### config.mk
export PLATFORM = sky130hd
export DESIGN_NAME = accel_stream_feeder
export DESIGN_NICKNAME = d
export VERILOG_FILES = /design/src/rtl/accel_stream_feeder.sv
export SDC_FILE = /design/constraint.sdc
export NUM_CORES = 1
export LEC_CHECK = 0
export BUFFER_PORTS_ARGS = -buffer_cell sky130_fd_sc_hd__buf_4
export CAP_MARGIN = 20
export CORE_UTILIZATION = 45
export DETAILED_ROUTE_END_ITERATION = 12
export MAX_ROUTING_LAYER = met4
export PLACE_DENSITY_LB_ADDON = 0.1
export SKIP_CTS_REPAIR_TIMING = 1
export SLEW_MARGIN = 0
export SYNTH_ARGS = -nofsm -noshare
export SYNTH_HDL_FRONTEND = slang
export SYNTH_SLANG_ARGS = --single-unit
### constraint.sdc
create_clock -name clk -period 2 [get_ports clk]
set_clock_uncertainty 0.1 [all_clocks]
set_input_delay 0.1 -clock clk [delete_from_list [all_inputs] [get_ports clk]]
set_output_delay 0.1 -clock clk [all_outputs]
set_load 0.02 [all_outputs]
### src/rtl/accel_stream_feeder.sv
// ---------------------------------------------------------------------------
// accel_stream_feeder
//
// Host-side feeder for the CNN accelerator byte-load interface. Takes a
// valid/ready byte stream from the host and, for each frame, forwards
// N_WEIGHT weight bytes (mode=1) followed by N_DATA pixel bytes (mode=0)
// onto the accelerator load bus. It then waits for the accelerator result
// flag, captures the result byte and presents it to the host.
//
// Optional feature macro: WEIGHT_REUSE_EN
//   defined   : weights stay loaded across frames; W_LOAD is skipped unless
//               reload_w is high together with start.
//   undefined : every frame loads weights; reload_w is ignored.
//
// Ports
//   clk, rst_n        clock, asynchronous active-low reset
//   start, reload_w   frame start request (sampled in IDLE), weight reload
//   s_vld, s_data     host byte stream in
//   s_rdy             feeder ready (transfer when s_vld && s_rdy)
//   mode, din, ram_en accelerator load bus (registered, 1-cycle latency)
//   acc_dout,acc_flag accelerator result byte / result valid
//   res_data,res_vld  captured result (held) and its one-cycle update pulse
//   busy              high in every state except IDLE
//   timeout_err       one-cycle pulse when the result wait times out
// ---------------------------------------------------------------------------
module accel_stream_feeder #(
    parameter int N_WEIGHT    = 54,
    parameter int N_DATA      = 64,
    parameter int RES_TIMEOUT = 256
) (
    input  logic       clk,
    input  logic       rst_n,
    input  logic       start,
    input  logic       reload_w,
    input  logic       s_vld,
    input  logic [7:0] s_data,
    output logic       s_rdy,
    output logic       mode,
    output logic [7:0] din,
    output logic       ram_en,
    input  logic [7:0] acc_dout,
    input  logic       acc_flag,
    output logic [7:0] res_data,
    output logic       res_vld,
    output logic       busy,
    output logic       timeout_err
);

    localparam int WAIT_W = $clog2(RES_TIMEOUT);
    localparam logic [6:0]        W_LAST = 7'(N_WEIGHT - 1);
    localparam logic [6:0]        D_LAST = 7'(N_DATA - 1);
    localparam logic [WAIT_W-1:0] T_LAST = WAIT_W'(RES_TIMEOUT - 1);

    typedef enum logic [1:0] {
        ST_IDLE   = 2'd0,
        ST_W_LOAD = 2'd1,
        ST_D_LOAD = 2'd2,
        ST_WAIT   = 2'd3
    } state_t;

    state_t              state_q, state_d;
    logic [6:0]          byte_cnt_q, byte_cnt_d;
    logic [WAIT_W-1:0]   wait_cnt_q, wait_cnt_d;
    logic                s_rdy_q, s_rdy_d;
    logic                mode_q, mode_d;
    logic [7:0]          din_q, din_d;
    logic                ram_en_q, ram_en_d;
    logic [7:0]          res_data_q, res_data_d;
    logic                res_vld_q, res_vld_d;
    logic                busy_q, busy_d;
    logic                timeout_err_q, timeout_err_d;
    logic                accept_s;

`ifdef WEIGHT_REUSE_EN
    logic                weights_loaded_q, weights_loaded_d;
`else
    // reload_w has no function when weights are always reloaded
    logic                reload_w_unused_s;
    assign reload_w_unused_s = reload_w;
`endif

    // s_rdy is a flop, so an accept is a simple AND with the host valid
    assign accept_s = s_vld && s_rdy_q;

    // Next-state, counters and registered output values
    always_comb begin
        state_d       = state_q;
        byte_cnt_d    = byte_cnt_q;
        wait_cnt_d    = wait_cnt_q;
        res_data_d    = res_data_q;
        res_vld_d     = 1'b0;
        timeout_err_d = 1'b0;
`ifdef WEIGHT_REUSE_EN
        weights_loaded_d = weights_loaded_q;
`endif

        // Load bus: one strobe per accepted byte; mode/din hold while idle
        ram_en_d = accept_s;
        if (accept_s) begin
            din_d  = s_data;
            mode_d = (state_q == ST_W_LOAD);
        end else begin
            din_d  = din_q;
            mode_d = mode_q;
        end

        case (state_q)
            ST_IDLE: begin
                if (start) begin
                    byte_cnt_d = 7'd0;
`ifdef WEIGHT_REUSE_EN
                    if (weights_loaded_q && !reload_w) begin
                        state_d = ST_D_LOAD;
                    end else begin
                        state_d = ST_W_LOAD;
                    end
`else
                    state_d = ST_W_LOAD;
`endif
                end else begin
                    state_d = ST_IDLE;
                end
            end
            ST_W_LOAD: begin
                if (accept_s) begin
                    if (byte_cnt_q == W_LAST) begin
                        state_d    = ST_D_LOAD;
                        byte_cnt_d = 7'd0;
`ifdef WEIGHT_REUSE_EN
                        weights_loaded_d = 1'b1;
`endif
                    end else begin
                        byte_cnt_d = byte_cnt_q + 7'd1;
                    end
                end else begin
                    byte_cnt_d = byte_cnt_q;
                end
            end
            ST_D_LOAD: begin
                if (accept_s) begin
                    if (byte_cnt_q == D_LAST) begin
                        state_d    = ST_WAIT;
                        byte_cnt_d = 7'd0;
                        wait_cnt_d = '0;
                    end else begin
                        byte_cnt_d = byte_cnt_q + 7'd1;
                    end
                end else begin
                    byte_cnt_d = byte_cnt_q;
                end
            end
            ST_WAIT: begin
                // A result arriving on the timeout cycle takes priority
                if (acc_flag) begin
                    res_data_d = acc_dout;
                    res_vld_d  = 1'b1;
                    state_d    = ST_IDLE;
                end else if (wait_cnt_q == T_LAST) begin
                    timeout_err_d = 1'b1;
                    state_d       = ST_IDLE;
                end else begin
                    // Stops at T_LAST, so the counter never wraps
                    wait_cnt_d = wait_cnt_q + WAIT_W'(1);
                end
            end
            default: begin
                state_d = ST_IDLE;
            end
        endcase

        // Ready and busy are decoded from the next state so they are flops
        s_rdy_d = (state_d == ST_W_LOAD) || (state_d == ST_D_LOAD);
        busy_d  = (state_d != ST_IDLE);
    end

    // State, counter and output registers
    always_ff @(posedge clk or negedge rst_n) begin
        if (!rst_n) begin
            state_q       <= ST_IDLE;
            byte_cnt_q    <= 7'd0;
            wait_cnt_q    <= '0;
            s_rdy_q       <= 1'b0;
            mode_q        <= 1'b0;
            din_q         <= 8'd0;
            ram_en_q      <= 1'b0;
            res_data_q    <= 8'd0;
            res_vld_q     <= 1'b0;
            busy_q        <= 1'b0;
            timeout_err_q <= 1'b0;
        end else begin
            state_q       <= state_d;
            byte_cnt_q    <= byte_cnt_d;
            wait_cnt_q    <= wait_cnt_d;
            s_rdy_q       <= s_rdy_d;
            mode_q        <= mode_d;
            din_q         <= din_d;
            ram_en_q      <= ram_en_d;
            res_data_q    <= res_data_d;
            res_vld_q     <= res_vld_d;
            busy_q        <= busy_d;
            timeout_err_q <= timeout_err_d;
        end
    end

`ifdef WEIGHT_REUSE_EN
    // Weights-resident flag; reset clears it so the next frame reloads
    always_ff @(posedge clk or negedge rst_n) begin
        if (!rst_n) begin
            weights_loaded_q <= 1'b0;
        end else begin
            weights_loaded_q <= weights_loaded_d;
        end
    end
`endif

    assign s_rdy       = s_rdy_q;
    assign mode        = mode_q;
    assign din         = din_q;
    assign ram_en      = ram_en_q;
    assign res_data    = res_data_q;
    assign res_vld     = res_vld_q;
    assign busy        = busy_q;
    assign timeout_err = timeout_err_q;

endmodule

==> metrics.md <==
| Metric | Value |
|---|---|
| Status | `finished, violations left` |
| Failing checks | `DRC` |
| Hold depth | `3` |
| Clock buffer count from CTS | `5` |
| First-pass iteration count of the detailed router | `9` |
| Critical path data required time | `~2.1 ns` |
| Pleak | `around 1.5 nW` |
| Ant. Diodes | `0` |
| WHS Endpoint | `mode` |
| Starting Density | `between 40% and 50%` |
| PwrDens | `671 mW/mm^2` |
| TritonCTS clock tree | `yes` |
| Internal power | `roughly 0.0015 W` |
| Non-filler instance count after layout | `around 340` |
| Max-Slew Margin vs Limit | `between 60% and 70%` |
| Fillers | `between 300 and 400` |
| Gr usage total | `about a fifth` |
| RSZ-0062 raised after global routing | `true` |
| Initial antenna violation count | `0` |
| Die Y-Extent | `approximately 71 um` |
| Final Instance Area | `about 0.0030 mm^2` |
| Synth warn | `0` |
| Post-Syn Instances | `~210` |
| Worst setup slack after layout | `0.0787 ns` |
| Max_cap viols | `0` |
| CTS clk-pin slew, worst paths | `approximately 0.07 ns` |
| Crit end category | `flip-flop` |
| Largest net degree at the start of global routing | `40` |
| Clk root buf | `clkbuf_8` |
| Top cells by count, synth | `dfrtp_1 (39), nand2_1 (27), mux2_2 (16)` |
| GRT Residual Overflow | `0` |
| Synthesized area per cell | `approximately 10 um^2` |
| Worst setup path class | `flip-flop to flip-flop` |
| RD Place Congestion | `about 0.83` |
| Area delta synth->final | `41.4%` |
| Switch share | `24.4%` |
| Synth top area cells | `dfrtp_1 (46%), mux2_2 (8.5%), nand2_1 (4.8%)` |
| Fin. Hold Viols | `0` |
| Htree depth | `2` |
| Syn_nets | `between 200 and 250` |
| Final worst path period need | `1.92 ns` |
| Wire length per cell | `14.8 um` |
| # rows | `24` |
| Share of the synthesized area in the top cell type | `a little under half` |
| IO Port Bufs | `between 40 and 50` |
| Initial DRC count | `roughly 130` |
| DPL Wire Length | `around 3300 um` |
| Ratio of cells with drive above 1 in the final layout | `between 30 and 40%` |
| Overall Power | `between 0.002 and 0.0025 W` |
| Worst path arrival time | `approximately 2.0 ns` |
| Vias per inst | `around 5.5` |
| Place WS | `roughly 0.089 ns` |
| Register area share after synthesis | `a little under half` |
| Worst-Margin Slew | `~0.50 ns` |
| Post-Route WL | `between 5000 and 6000 um` |
| Most frequent cell after synthesis | `dfrtp_1` |
| Clock tree buffer depth | `2` |
| Vias in the first global route | `1681` |
| Top FF cell, synth | `dfrtp_1` |
| Nets | `between 300 and 400` |
| Placement Cell Area | `0.00265 mm^2` |
| Pins Over Slew Limit | `0` |
| Comb pwr share | `between 10% and 20%` |
| VDD IR max | `roughly 0.00054 V` |
| Antenna-violating nets left | `0` |
| EDFF count, synth | `0` |
| Fmax | `roughly 0.52 GHz` |
| Distinct cells, synth | `46` |
| # IOs | `44` |
| Reg2reg setup slack | `roughly 0.08 ns` |
| Die X-Extent | `approximately 70 um` |
| RR Startpoint | `state_q[0]` |
| Setup crit start kind | `flip-flop` |
| First-pass GRT wire length | `a little under 8000 um` |
| Cells on worst reg2reg path | `7` |
| Area leader, netlist | `dfrtp_1` |
| Psw | `0.000491 W` |
| Clk pwr share | `around 39%` |
| Syn Std Cell Area | `~0.0021 mm^2` |
| Final period utilization | `a little over nine tenths` |
| Synth async-reset ratio | `between 90% and 100%` |
| Placed cells | `316` |
| HP Start | `s_vld` |
| DRC | `6` |
| Core box area | `roughly 0.0044 mm^2` |
| Die footprint | `approximately 0.0050 mm^2` |
| Crit path max fanout | `4` |
| WHS | `0.00671 ns` |
| Seq pwr share | `between 40% and 50%` |
| Clock latency on the worst-skew pair | `0.29 ns` |
| Via count | `between 1.5k and 2k` |
| Worst reg2reg path endpoint | `s_rdy` |
| Clk sink count | `39` |
| Final setup viols | `0` |
| Worst min-delay path class | `primary input to flip-flop` |
| Yosys reg bits | `39` |
[state kept, by name, summed over array words and instances, names as in the netlist]
name / count
din: 8
timeout_err: 1
wait_cnt_q: 8
s_rdy: 1
res_data: 8
ram_en: 1
busy: 1
res_vld: 1
mode: 1
byte_cnt_q: 7
state_q: 2
[cell type report]
class / instances / area [um^2] / area share, %
repair buffers: 85 / 683 / 22.8
well taps: 52 / 65.1 / 2.17
flip-flops and latches: 39 / 976 / 32.5
inverters: 9 / 33.8 / 1.13
clock buffers: 6 / 72.6 / 2.42
multi-input cells: 151 / 1110 / 37.0
clock inverters: 2 / 60.1 / 2.00
[per-layer routing]
metal / GRT usage, % / share of wire [%] / vias to the layer above
met2: 31.4 / 49 / 48
met1: 26.5 / 44 / 909
met4: 8.89 / 2.5 / 0
met5: - / 0 / -
met3: 4.84 / 4.3 / 15
li1: - / - / 916
[worst max-delay path: stages, from the launching register on]
cell and delay, ns:
dfrtp_1 0.41, inv_1 0.09, ha_1 0.17, inv_1 0.08
nor4_4 0.30, nor2_1 0.10, o31a_1 0.28, ha_1 0.29
[placed cells by master (no fill, tap or decap), types with 3 or more instances in the layout]
master,n
inv_1,9
dlygate4sd3_1,18
o31ai_1,3
ha_1,6
and3_1,4
o21ai_0,5
dfrtp_1,39
a31oi_1,3
o21ai_1,3
a21oi_1,9
mux2_2,16
o31a_1,3
buf_4,67
nand2_1,25
nand3_1,11
nor2_1,12
nor3_1,7
clkbuf_8,5
[power by group through the flow]
| stage | sequential (W) | combinational [W] | clock [W] |
|---|---|---|---|
| 6_report | 0.000878 | 0.000360 | 0.000776 |
| 5_1_grt | 0.000886 | 0.000390 | 0.000820 |
| 4_1_cts | 0.000877 | 0.000332 | 0.000799 |
| 3_5_place_dp | 0.000893 | 0.000330 | 0 |
| 3_3_place_gp | 0.000892 | 0.000327 | 0 |
| 2_1_floorplan | 0.000955 | 0.000110 | 0 |
[metrics by stage]
step / setup TNS (ns) / util (%)
6_report: 0 / 67.5
5_1_grt: -0.0142 / 67.5
4_1_cts: 0 / 62.5
3_5_place_dp: 0 / 59.5
3_3_place_gp: 0 / 59.5
2_1_floorplan: 0 / -
[kinds of logic (layout without fill, tap and decap cells)]
family | count (synthesis) | count (layout) | synth area share [%]
simple gates | 77 | 77 | 19.0
fa+ha+maj | 8 | 8 | 4.72
mux | 18 | 18 | 9.43
compound gates | 48 | 48 | 16.5
flops | 39 | 39 | 46.0
buf+inv | 19 | 102 | 4.30
[worst max-delay path by stage]
stage | endpoint | slack [ns] | cells past startpoint | startpoint
detailed placement | s_rdy | 0.09 | 6 | byte_cnt_q[0]
floorplan | s_rdy | 0.001 | 8 | wait_cnt_q[0]
global route | s_rdy | -0.01 | 7 | state_q[0]
global placement | wait_cnt_q[7] | 0.12 | 6 | state_q[0]
finish | s_rdy | 0.08 | 7 | state_q[0]
CTS | s_rdy | 0.08 | 6 | byte_cnt_q[0]
(Power assumes the default switching activity.)
